[src/rtl/tartaruga_pkg.sv]
// Shared core types: ROB index, 32-bit bus and the functional-unit writeback request.
package tartaruga_pkg;

  typedef logic [3:0]  rob_idx_t;
  typedef logic [31:0] bus32_t;

  typedef struct packed {
    rob_idx_t rob_idx;
    bus32_t   result;
    bus32_t   new_pc;
    logic     branch_taken;
  } wb_req_t;

  localparam int WB_NUM_REQ = 3;

endpackage

[src/rtl/rr_arbiter.sv]
// Round-robin arbiter: combinational one-hot grant starting at a registered pointer.
// The pointer moves past the winner on advance and returns to 0 on flush.
module rr_arbiter #(
  parameter  int NUM_REQ = 3,
  localparam int IDX_W   = $clog2(NUM_REQ)
) (
  input  logic               clk_i,
  input  logic               rst_i,
  input  logic               flush_i,
  input  logic [NUM_REQ-1:0] req,
  input  logic               advance,
  output logic [NUM_REQ-1:0] grant,
  output logic [IDX_W-1:0]   grant_idx
);

  logic [IDX_W-1:0] ptr_q;
  logic [IDX_W-1:0] pos_idx;
  logic             found;
  int               pos;

  always_comb begin
    grant     = '0;
    grant_idx = '0;
    found     = 1'b0;
    pos       = 0;
    pos_idx   = '0;
    for (int k = 0; k < NUM_REQ; k++) begin
      pos = int'(ptr_q) + k;
      if (pos >= NUM_REQ) pos = pos - NUM_REQ;
      pos_idx = IDX_W'(pos);
      if (!found && req[pos_idx]) begin
        found     = 1'b1;
        grant_idx = pos_idx;
      end
    end
    // Nothing is granted while flushing or held in reset.
    if (found && !flush_i && !rst_i) grant[grant_idx] = 1'b1;
  end

  // Explicit wrap so a non-power-of-two NUM_REQ never lands on an unused index.
  always_ff @(posedge clk_i or posedge rst_i) begin
    if (rst_i)        ptr_q <= '0;
    else if (flush_i) ptr_q <= '0;
    else if (advance) ptr_q <= (grant_idx == IDX_W'(NUM_REQ - 1)) ? '0 : grant_idx + 1'b1;
  end

endmodule

[src/rtl/rob_wb_arbiter.sv]
// Shares the single ROB writeback port between NUM_REQ functional units.
// Round-robin grant, payload mux, and a one-beat registered output stage.
module rob_wb_arbiter
  import tartaruga_pkg::*;
#(
  parameter  int NUM_REQ   = WB_NUM_REQ,
  parameter  int ROB_IDX_W = $bits(rob_idx_t),
  localparam int SRC_W     = $clog2(NUM_REQ)
) (
  input  logic                         clk_i,
  input  logic                         rst_i,
  input  logic                         flush_i,
  input  logic [NUM_REQ-1:0]           req_valid_i,
  output logic [NUM_REQ-1:0]           req_ready_o,
  input  logic [NUM_REQ*ROB_IDX_W-1:0] req_rob_idx_i,
  input  logic [NUM_REQ*32-1:0]        req_result_i,
  input  logic [NUM_REQ*32-1:0]        req_new_pc_i,
  input  logic [NUM_REQ-1:0]           req_branch_taken_i,
  output logic                         wb_valid_o,
  output logic [ROB_IDX_W-1:0]         wb_rob_idx_o,
  output logic [31:0]                  wb_result_o,
  output logic [31:0]                  wb_new_pc_o,
  output logic                         wb_branch_taken_o,
  output logic [SRC_W-1:0]             wb_src_o
);

  // Handshake: a requester raises valid with stable payload and holds both until it
  // sees ready; ready may follow valid combinationally, valid never looks at ready.
  // A beat transfers on the rising edge where valid && ready.

  logic [NUM_REQ-1:0] grant;
  logic [SRC_W-1:0]   grant_idx;
  wb_req_t            reqs [NUM_REQ];
  wb_req_t            sel;
  wb_req_t            wb_q;

  rr_arbiter #(.NUM_REQ(NUM_REQ)) u_rr (
    .clk_i     (clk_i),
    .rst_i     (rst_i),
    .flush_i   (flush_i),
    .req       (req_valid_i),
    .advance   (|grant),
    .grant     (grant),
    .grant_idx (grant_idx)
  );

  always_comb begin
    for (int i = 0; i < NUM_REQ; i++) begin
      reqs[i] = '{rob_idx:      rob_idx_t'(req_rob_idx_i[i*ROB_IDX_W +: ROB_IDX_W]),
                  result:       req_result_i[i*32 +: 32],
                  new_pc:       req_new_pc_i[i*32 +: 32],
                  branch_taken: req_branch_taken_i[i]};
    end
  end

  assign sel         = reqs[grant_idx];
  assign req_ready_o = grant;

  // Payload holds its last value when idle or flushed; only valid drops.
  always_ff @(posedge clk_i or posedge rst_i) begin
    if (rst_i) begin
      wb_valid_o <= 1'b0;
      wb_q       <= '0;
      wb_src_o   <= '0;
    end else if (flush_i) begin
      wb_valid_o <= 1'b0;
    end else if (|grant) begin
      wb_valid_o <= 1'b1;
      wb_q       <= sel;
      wb_src_o   <= grant_idx;
    end else begin
      wb_valid_o <= 1'b0;
    end
  end

  assign wb_rob_idx_o      = ROB_IDX_W'(wb_q.rob_idx);
  assign wb_result_o       = wb_q.result;
  assign wb_new_pc_o       = wb_q.new_pc;
  assign wb_branch_taken_o = wb_q.branch_taken;

`ifndef SYNTHESIS
  // Two live requests targeting the same ROB entry indicate an upstream bug.
  always @(posedge clk_i) begin
    if (!rst_i) begin
      for (int i = 0; i < NUM_REQ; i++) begin
        for (int j = i + 1; j < NUM_REQ; j++) begin
          assert (!(req_valid_i[i] && req_valid_i[j] && reqs[i].rob_idx == reqs[j].rob_idx))
            else $error("rob_wb_arbiter: duplicate rob index from requesters %0d and %0d", i, j);
        end
      end
    end
  end
`endif

endmodule

[config.mk]
export PLATFORM = sky130hd
export DESIGN_NAME = rob_wb_arbiter
export DESIGN_NICKNAME = d
export VERILOG_FILES = /design/src/rtl/tartaruga_pkg.sv /design/src/rtl/rr_arbiter.sv /design/src/rtl/rob_wb_arbiter.sv
export SDC_FILE = /design/constraint.sdc
export NUM_CORES = 1
export LEC_CHECK = 0
export CAP_MARGIN = 20
export CORE_ASPECT_RATIO = 0.8
export CORE_MARGIN = 2
export CORE_UTILIZATION = 40
export CTS_BUF_LIST = sky130_fd_sc_hd__clkbuf_8 sky130_fd_sc_hd__clkbuf_16
export DETAILED_ROUTE_END_ITERATION = 8
export PLACE_DENSITY = 0.82
export SYNTH_ARGS = -nofsm -noshare
export SYNTH_HDL_FRONTEND = slang
export SYNTH_SLANG_ARGS = --single-unit
[constraint.sdc]
create_clock -name clk_i -period 3.1 [get_ports clk_i]
set_input_delay 0.465 -clock clk_i [delete_from_list [all_inputs] [get_ports clk_i]]
set_output_delay 0.465 -clock clk_i [all_outputs]
set_load 0.01 [all_outputs]
; After elaboration in Yosys (flattened, before gate mapping)
; Cells that the tools add are included.
[word_totals]
register_bits = 74
input_bits = 213
wordCells = 63
out_inout_bits = 75
[op_classes]
add_sub_neg = 6
reduce_logical = 12
n_eq_ne = 1
bitwise = 2
muxes = 26
order_cmp = 9
[op_table]
columns = operator, count
row1 = $bmux W69 S2, 1
row2 = $mux W69, 2
row3 = $mux W2, 9
row4 = $lt A2 B3 Y1 const B, 4
row5 = $mux W1, 9
row6 = $bmux W1 S2, 3
row7 = $ge A3 B2 Y1 const B, 2
row8 = $logic_and A1 B1 Y1, 5
row9 = $logic_not A1 Y1, 4
row10 = $sub A2 B1 Y2 const B, 2
row11 = $add A2 B1 Y3 const B, 1
row12 = $add A2 B2 Y3 const B, 1
row13 = $ge A3 B3 Y1 const B, 1
row14 = $mux W3, 1
row15 = $not A2 Y3, 1
row16 = $reduce_or A3 Y1, 1
row17 = $add A2 B1 Y2 const B, 1
row18 = $demux W1 S2, 1
row19 = $eq A2 B2 Y1 const B, 1
row20 = $ge A2 B1 Y1 const B, 1
row21 = $ge A2 B2 Y1 const B, 1
row22 = $reduce_and A2 Y1, 1
row23 = $reduce_bool A2 Y1, 1
row24 = $sub A2 B2 Y2 const B, 1
row25 = $not A1 Y1, 1

; Longest topological paths before layout
; Gate-level depths: netlist of the first run.
[logic_depth]
ltp_word = 19
depth_mapped = 13
mapped_depth_nobuf = 8

; Cells and area by module
; Synthesis of the first run repeated with hierarchy kept, for this count alone.
[unflattened]
hier_cells = 361
hier_area_um2 = 4793.3
[by_module_without_submodules]
columns = module, seq_area_each_um2, cells_each, area_per_inst_um2, instances
row1 = rob_wb_arbiter, 1801.7, 318, 4469.3, 1
row2 = rr_arbiter, 50.0, 43, 324.1, 1

; Least setup slack after synthesis of the first run
; Ideal clock, no wire load.
[synth_path]
kind = register to output
start = reg u_rr.ptr_q[0]
end = out req_ready_o[2]
path_stages_with_launch = 12
n_path_buf = 4
path_slack_ns = 0.317
arrival_time_ns = 2.318
t_required_ns = 2.635
path_cell_list = dfrtp_1 > inv_1 > ha_1 > buf_6 > mux2_4 > mux2_4 > and4_1 > clkbuf_2 > or2_1 > buf_6 > buf_6 > nor2_1
[synth_between]
elab_chain_len = 16
elab_cells_between_ends = 35
cone_classes = add/sub (5) / order compare (5) / mux (18) / reduce/logical (7)
[synth_rtl]
columns = item, line_no
row1 = start: declaration, rr_arbiter.sv:16  ; logic [IDX_W-1:0] ptr_q;
row2 = start signal: assignment, rr_arbiter.sv:44  ; else if (advance) ptr_q <= (grant_idx == IDX_W'(NUM_REQ - 1)) ? '0 : grant_idx + 1'b1;
row3 = "parallel branches: the longest is 15 deep, another holds $add A2 B1 Y3", -
row4 = $mux W3 *, rr_arbiter.sv:37  ; if (found && !flush_i && !rst_i) grant[grant_idx] = 1'b1;
row5 = end: declaration, rob_wb_arbiter.sv:14  ; output logic [NUM_REQ-1:0] req_ready_o,
; Mark *: on every way between the ends. The select of a mux whose other input is x is not followed.

; Final worst setup path of the first run
[layout_path]
start = reg u_rr.ptr_q[0]
end = out req_ready_o[1]
; Same word-level chain as after synthesis.

==> results of run 1 <==
## per-stage QoR
stage	instance area (sq um)	utilization, %	setup WS (ns)
floorplan	5290	-	0.317
global placement	8310	64.6	-0.105
detailed placement	8310	64.6	-0.120
CTS	8670	67.3	0.0340
global route	8680	67.5	0.00387
finish	8680	67.5	0.0865
## worst max path at each step
| stage | from | end | slack [ns] | cells past startpoint |
|---|---|---|---|---|
| floorplan | u_rr.ptr_q[0] | req_ready_o[2] | 0.32 | 11 |
| global placement | req_valid_i[1] | req_ready_o[0] | -0.10 | 8 |
| detailed placement | req_valid_i[1] | wb_result_o[5] | -0.12 | 10 |
| CTS | u_rr.ptr_q[0] | req_ready_o[0] | 0.03 | 9 |
| global route | u_rr.ptr_q[0] | req_ready_o[0] | 0.004 | 9 |
| finish | u_rr.ptr_q[0] | req_ready_o[1] | 0.09 | 9 |
## sequential cells by signal, indices dropped and copies added, names as in the netlist
register and cells:
wb_new_pc_o 32, u_rr.ptr_q 2, wb_rob_idx_o 4, wb_valid_o 1, wb_result_o 32, wb_src_o 2
wb_branch_taken_o 1
## repair_timing
item	4_1_cts	5_1_grt
endpoints found under the setup margin	3	15
buffers inserted	1	0
gates resized for setup	8	4
pin swaps	0	0
## metal layers
metal / GRT usage, % / vias to the layer above / wire (microns)
met5: 0 / - / 0
met4: 8.83 / 0 / 428
met3: 7.47 / 32 / 1870
met2: 47.4 / 329 / 9530
met1: 33.1 / 2793 / 7700
li1: - / 2622 / -
## worst register-to-register path, delay by kind of cell, from the launching register on
| kind | cells | cell delay, ns |
|---|---|---|
| AOI/OAI and AO/OA | 3 | 0.66 |
| adders and majority gates | 1 | 0.19 |
| buffers and inverters | 4 | 0.73 |
| muxes | 3 | 0.85 |
| DFF | 1 | 0.40 |
## final cells by class
class                           instances  share of cell area (%)
Clock inverter                          7                    1.27
Inverter                                5                   0.231
Tap cell                              175                    2.52
Clock buffer                            9                    2.59
Multi-Input combinational cell        393                    35.9
Sequential cell                        74                    21.3
Timing Repair Buffer                  317                    36.1
## cell usage in the layout (no fill, tap or decap), types with 2 or more instances in the layout
cell             count
o22a_1              70
nand3b_1             2
o21ai_0             71
nor2_1               6
a21boi_0            60
inv_2                2
buf_4               26
mux2_2              70
clkdlybuf4s50_1    284
bufinv_16            3
a21boi_1            10
mux2_4               2
buf_12               3
o32ai_1              2
dlygate4sd2_1        2
dfrtp_1             74
nand2_1              2
inv_1                4
ha_1                 2
clkinv_2             2
o22ai_1             70
nand4bb_1            2
clkbuf_16            9
## cells by family after synthesis
group / count (synthesis) / share of synthesized area (%)
compound gates: 293 / 38.7
buf+inv: 74 / 6.93
mux: 74 / 15.8
flops: 74 / 35.0
simple gates: 22 / 2.65
fa+ha+maj: 4 / 0.945
## power by group
| part | total [mW] | switching, mW | internal, mW |
|---|---|---|---|
| registers | 1.73 | 0.260 | 1.47 |
| clock network | 1.17 | 0.391 | 0.778 |
| logic | 5.86 | 2.86 | 2.99 |
==> results.md, run 1 <==
* Worst skew pair latency at roughly 0.33 ns
* Layout net count at 1017
* Dpl hpwl at 13700 microns
* Mapped Cells at 541
* WP buf/inv at 3
* Worst clock skew at 0.00584 ns
* Vias post-DR at 5776
* Min-Delay Endpoint: wb_result_o[4]
* Initial antenna violation count at 0
* Yosys warning count at 0
* Worst slew margin at between 40% and 50%
* FFs w/ async S/R, synth at 100%
* FMAX at 332 MHz
* IO Pins at 288
* Seq cells post-synth at 74
* Antenna diode count at 0
* Cell family with most CP delay: multiplexers
* Iteration-0 DRC Markers at 364
* Clock period minus worst slack at 3.01 ns
* Post-synthesis sequential area ratio at 35.0%
* Vias in the first global route at 5931
* Hold path startpoint: wb_result_o[4]
* Fillers at 1012
* Leak at 3.32 nW
* HP Class: register to register
* DRC violation count after routing at 0
* Proportion of layout cells with a drive suffix above 1 at 16.5%
* DR WL/cell at 19.9 microns
* Slowest Stage Delay on Critical Path at between 0.4 and 0.5 ns
* Max cap viols at 0
* CTS clock-pin slew for the worst setup and hold paths at 0.06 ns
* Mapped cell area at roughly 5300 sq um
* Final setup viols at 0
* Die width at 133 microns
* Most used cell, CP: mux2_4
* Post-route non-filler standard cell count at 980
* Synth Net Count at 758
* Crit-path cells: inv_2 -> ha_2 -> mux2_4 -> mux2_4 -> buf_4 -> a311o_2 -> nand2_2 -> nor2_1 -> dlygate4sd2_1
* R2R setup slack at 0.15 ns
* Crit end category: primary output
* Critical Path AT at 2.55 ns
* Slowest cell on the critical path: a311o_2
* TritonCTS Buffers at 9
* P&R area growth vs syn at 64.0%
* CP Max Fanout at 5
* Cts-stage hold buffer count at 0
* Crit start category: register
* PwrDens at 1010 nW/um^2
* RSZ-0062 raised after global routing: no
* EDFF count, synth at 0
* Number of unique standard cell types used by synthesis at 38
* Clk buf depth at 2
* Ys flop type: dfrtp_1
* Area fraction of the dominant cell type after synthesis at 35.0%
* Syn Area/Cell at 9.79 sq um
* Fin. Hold Viols at 0
* Setup TNS Final at 0 ns
* Hold_ws at 0.503 ns
* Starting density of the core at about two fifths
* CTS tree: done
* Post-route ant nets at 0
* First-pass GRT wire length at 30900 microns
* Total routed wirelength at 19500 microns
* TritonRoute pass-1 iters at 5
* Worst R2R End: wb_result_o[5]
* Multi-input combinational cell area at slightly above 3000 sq um
* Worst r2r src: u_rr.ptr_q[0]
* H-Tree Depth at 3
* Dpl cells at 963
* Row count at 37
* Hold path cells at 1
* Largest net degree at the start of global routing at 70
* Drt via density at 5.89
* Count of pins over their slew limit at 0
* FF/Latch Area at 1850 sq um
* Total gr overflow at 0
* Reg2reg path depth at 11
* GP Congestion at 0.903
* Count leader, synth: dfrtp_1
* CP required at 2.63 ns
* Synth area leaders: dfrtp_1, mux2_2, o22a_1, a21boi_0, o22ai_1
* Most instantiated cells after synthesis: dfrtp_1, o21ai_0, mux2_2, o22a_1, o22ai_1
* Fin crit share at 97.2%
* Peak supply drop at 0.530 mV
* Critical Setup Path Class: register to primary output
* Die ar. at 14200 sq um
* Core area at 12900 sq um
* Die height at ~110 microns
* Gr usage total at 27.3%
* Synth area leader: dfrtp_1
* Status: complete, no violations
* IO Port Bufs at 287
* Least-Margin Pin Slew at 0.798 ns
* PnR Total Power at 8.76 mW
* Clock root cell: clkbuf_16
* Sink Count at 74
Power figures use the tool's default switching activity.
==> inputs of run 2 (changes only) <==
TNS_END_PERCENT = 100   (was default)
==> results of run 2 <==
No change in the layout: final DEF, timing and power equal those of run 1.
==> inputs of run 3 (changes only) <==
CAP_MARGIN = default   (was 20)
GPL_ROUTABILITY_DRIVEN = 0   (was default)
clock period = 3.2 ns   (was 3.1 ns; I/O delays follow)
==> run 3 against run 2 <==
Effect of this change:
- routed wire length up 1.5%
- worst setup slack better by 0.0076 ns
- sequential power down 3%
- die area unchanged
- global-route usage up 0.29 points
- utilization down 0.30 points
==> results.md, run 3 (synthesis results as in run 1) <==
* Fin area at 8640 sq um (-0.45%)
* Clock period minus worst slack at 3.11 ns
* Worst skew pair latency at 0.33 ns (about the same)
* FF/Latch Area at 1850 sq um (unchanged)
* Post-route non-filler standard cell count at 980 (unchanged)
* Dpl hpwl at 13900 microns (+1.2%)
* Antenna diode count at 0 (unchanged)
* CTS tree: done
* Row count at 37 (unchanged)
* Post-route ant nets at 0 (unchanged)
* RSZ-0062 raised after global routing: no
* Sequential power share at 20.0% (+0.2 points)
* Fillers at 1010 (-0.20%)
* First-pass GRT wire length at 31400 microns (+1.6%)
* Multi-input combinational cell area at 3120 sq um (about the same)
* Clock Power Share at 10.9% (-2.5 points)
* Critical Path AT at 2.63 ns (+0.08 ns)
* Max cap viols at 0 (unchanged)
* Die height at 107 microns (unchanged)
* Count of pins over their slew limit at 0 (unchanged)
* Die width at 133 microns (unchanged)
* Layout net count at 1017 (unchanged)
* Fin crit share at between 90% and 100%
* Status: complete, no violations
* Leak at 3.30 nW (-0.86%)
* Iteration-0 DRC Markers at 414 (+14%)
* Hold_ws at 0.501 ns (-0.00216 ns)
* Total routed wirelength at 19800 microns (+1.5%)
* PwrDens at 970 nW/um^2 (-3.9%)
* HP Class: register to register
* CP required at 2.72 ns (+0.09 ns)
* CP Max Fanout at 6 (+1)
* Setup TNS Final at 0 ns (unchanged)
* Drt via density at 5.83 (-1.0%)
* Worst clock skew at 0.00544 ns (-0.000394 ns)
* Crit end category: primary output
* Pint at 4.90 mW (-6.6%)
* Vias in the first global route at 6068 (+2.3%)
* TritonRoute pass-1 iters at 5 (unchanged)
* Commonest non-fill, non-tap cell in the layout: clkdlybuf4s50_1
* Die ar. at 14200 sq um (unchanged)
* DP Area at 8330 sq um (+0.21%)
* Cts-stage hold buffer count at 0 (unchanged)
* Fin. Hold Viols at 0 (unchanged)
* Gr usage total at 27.6% (+0.29 points)
* Critical Setup Path Class: register to primary output
* Switching share of power at 41.6% (+1.5 points)
* DRC violation count after routing at 0 (unchanged)
* FMAX at 322 MHz
* CTS clock-pin slew for the worst setup and hold paths at 0.06 ns (about the same)
* Final core utilization at 67.2% (-0.30 points)
* Initial antenna violation count at 0 (unchanged)
* P&R area growth vs syn at 63.3%
* TritonCTS Buffers at 9 (unchanged)
* IO Pins at 288 (unchanged)
* Commonest cells after routing, fill and taps aside: clkdlybuf4s50_1, dfrtp_1
* Proportion of layout cells with a drive suffix above 1 at 16.8% (+0.25 points)
* Sink Count at 74 (unchanged)
* DR WL/cell at 20.2 microns (+1.5%)
* Reg2reg path depth at 10 (-1)
* Least-Margin Pin Slew at 1.04 ns (+0.247 ns)
* Largest net degree at the start of global routing at 70 (unchanged)
* Switching pwr at 3.48 mW (-0.82%)
* Vias post-DR at 5716 (-1.0%)
* Clock root cell: clkbuf_16
* Worst slew margin at 30.3% (-17 points)
* H-Tree Depth at 3 (unchanged)
* Crit start category: register
* Dpl cells at 962 (-0.10%)
* Clk buf depth at 2 (unchanged)
* Peak supply drop at 0.496 mV (-6.6%)
* Final setup viols at 0 (unchanged)
* Core area at 12900 sq um (unchanged)
* Total gr overflow at 0 (unchanged)
* IO Port Bufs at 287 (unchanged)
* Comb pwr share at 69.1% (+2.2 points)
* Hold path cells at 1 (unchanged)
* Starting density of the core at 41.1% (unchanged)
## run 3: cell count changes in the layout (fill, tap and decap cells not counted), sizes merged
| cell | previous run | this run |
|---|---|---|
| clkinv | 2 | 5 |
| clkdlybuf4s15 | 1 | 0 |
| inv | 6 | 4 |
| dlygate4sd2 | 2 | 3 |
| clkinvlp | 1 | 3 |
| bufinv | 3 | 0 |
## run 3: layer usage
metal  global-route usage (%)  up-vias  part of all wire, %
met5                        0        -                    0
met4                     10.9        0                  2.8
met3                     7.85       45                  8.7
met2                     47.6      304                   48
met1                     32.7     2744                   40
li1                         -     2623                    -
## run 3: power by group through the flow
| stage | clock [mW] | combinational (mW) | sequential (mW) |
|---|---|---|---|
| 6_report | 0.916 | 5.79 | 1.68 |
| 5_1_grt | 0.979 | 6.17 | 1.74 |
| 4_1_cts | 0.937 | 5.72 | 1.68 |
| 3_5_place_dp | 0 | 5.69 | 1.69 |
| 3_3_place_gp | 0 | 5.51 | 1.66 |
| 2_1_floorplan | 0 | 3.21 | 1.88 |
## run 3: path summary, 6_finish.rpt
path | start | endpoint | slack (ns)
worst max-delay path | u_rr.ptr_q[0] | req_ready_o[1] | 0.09
worst min-delay path | wb_result_o[13] | wb_result_o[13] | 0.50
worst min register to register | wb_result_o[13] | wb_result_o[13] | 0.50
min in group asynchronous | rst_i | wb_src_o[1] | 0.74
worst max register to register | u_rr.ptr_q[1] | wb_new_pc_o[17] | 0.21
max in group asynchronous | rst_i | wb_new_pc_o[12] | 1.76
## run 3: through the flow
step                setup WS, ns  power (mW)
finish                    0.0941        8.38
global route              0.0138        8.89
CTS                      0.00650        8.34
global placement         -0.0405        7.17
detailed placement        -0.105        7.38
floorplan                  0.402        5.09
## run 3: cell type report
| class | instances | area share [%] |
|---|---|---|
| Clock inverter | 7 | 0.536 |
| Inverter | 5 | 0.232 |
| Multi-Input combinational cell | 393 | 36.1 |
| Clock buffer | 9 | 2.61 |
| Timing Repair Buffer | 317 | 36.6 |
| Sequential cell | 74 | 21.4 |
| Tap cell | 175 | 2.53 |
## run 3: what timing repair did
item,in CTS,in global routing
setup endpoints to repair,3,12
setup buffers,1,1
resized for setup,6,6
hold endpoints to repair,0,0
## run 3: critical path: stages, from the launching register on
cell	delay, ns
dfrtp_1	0.39
inv_2	0.08
ha_2	0.31
nand4bb_1	0.21
and4b_1	0.23
a211o_2	0.28
or2_2	0.36
nand2b_4	0.09
nor2_1	0.04
dlygate4sd2_1	0.29
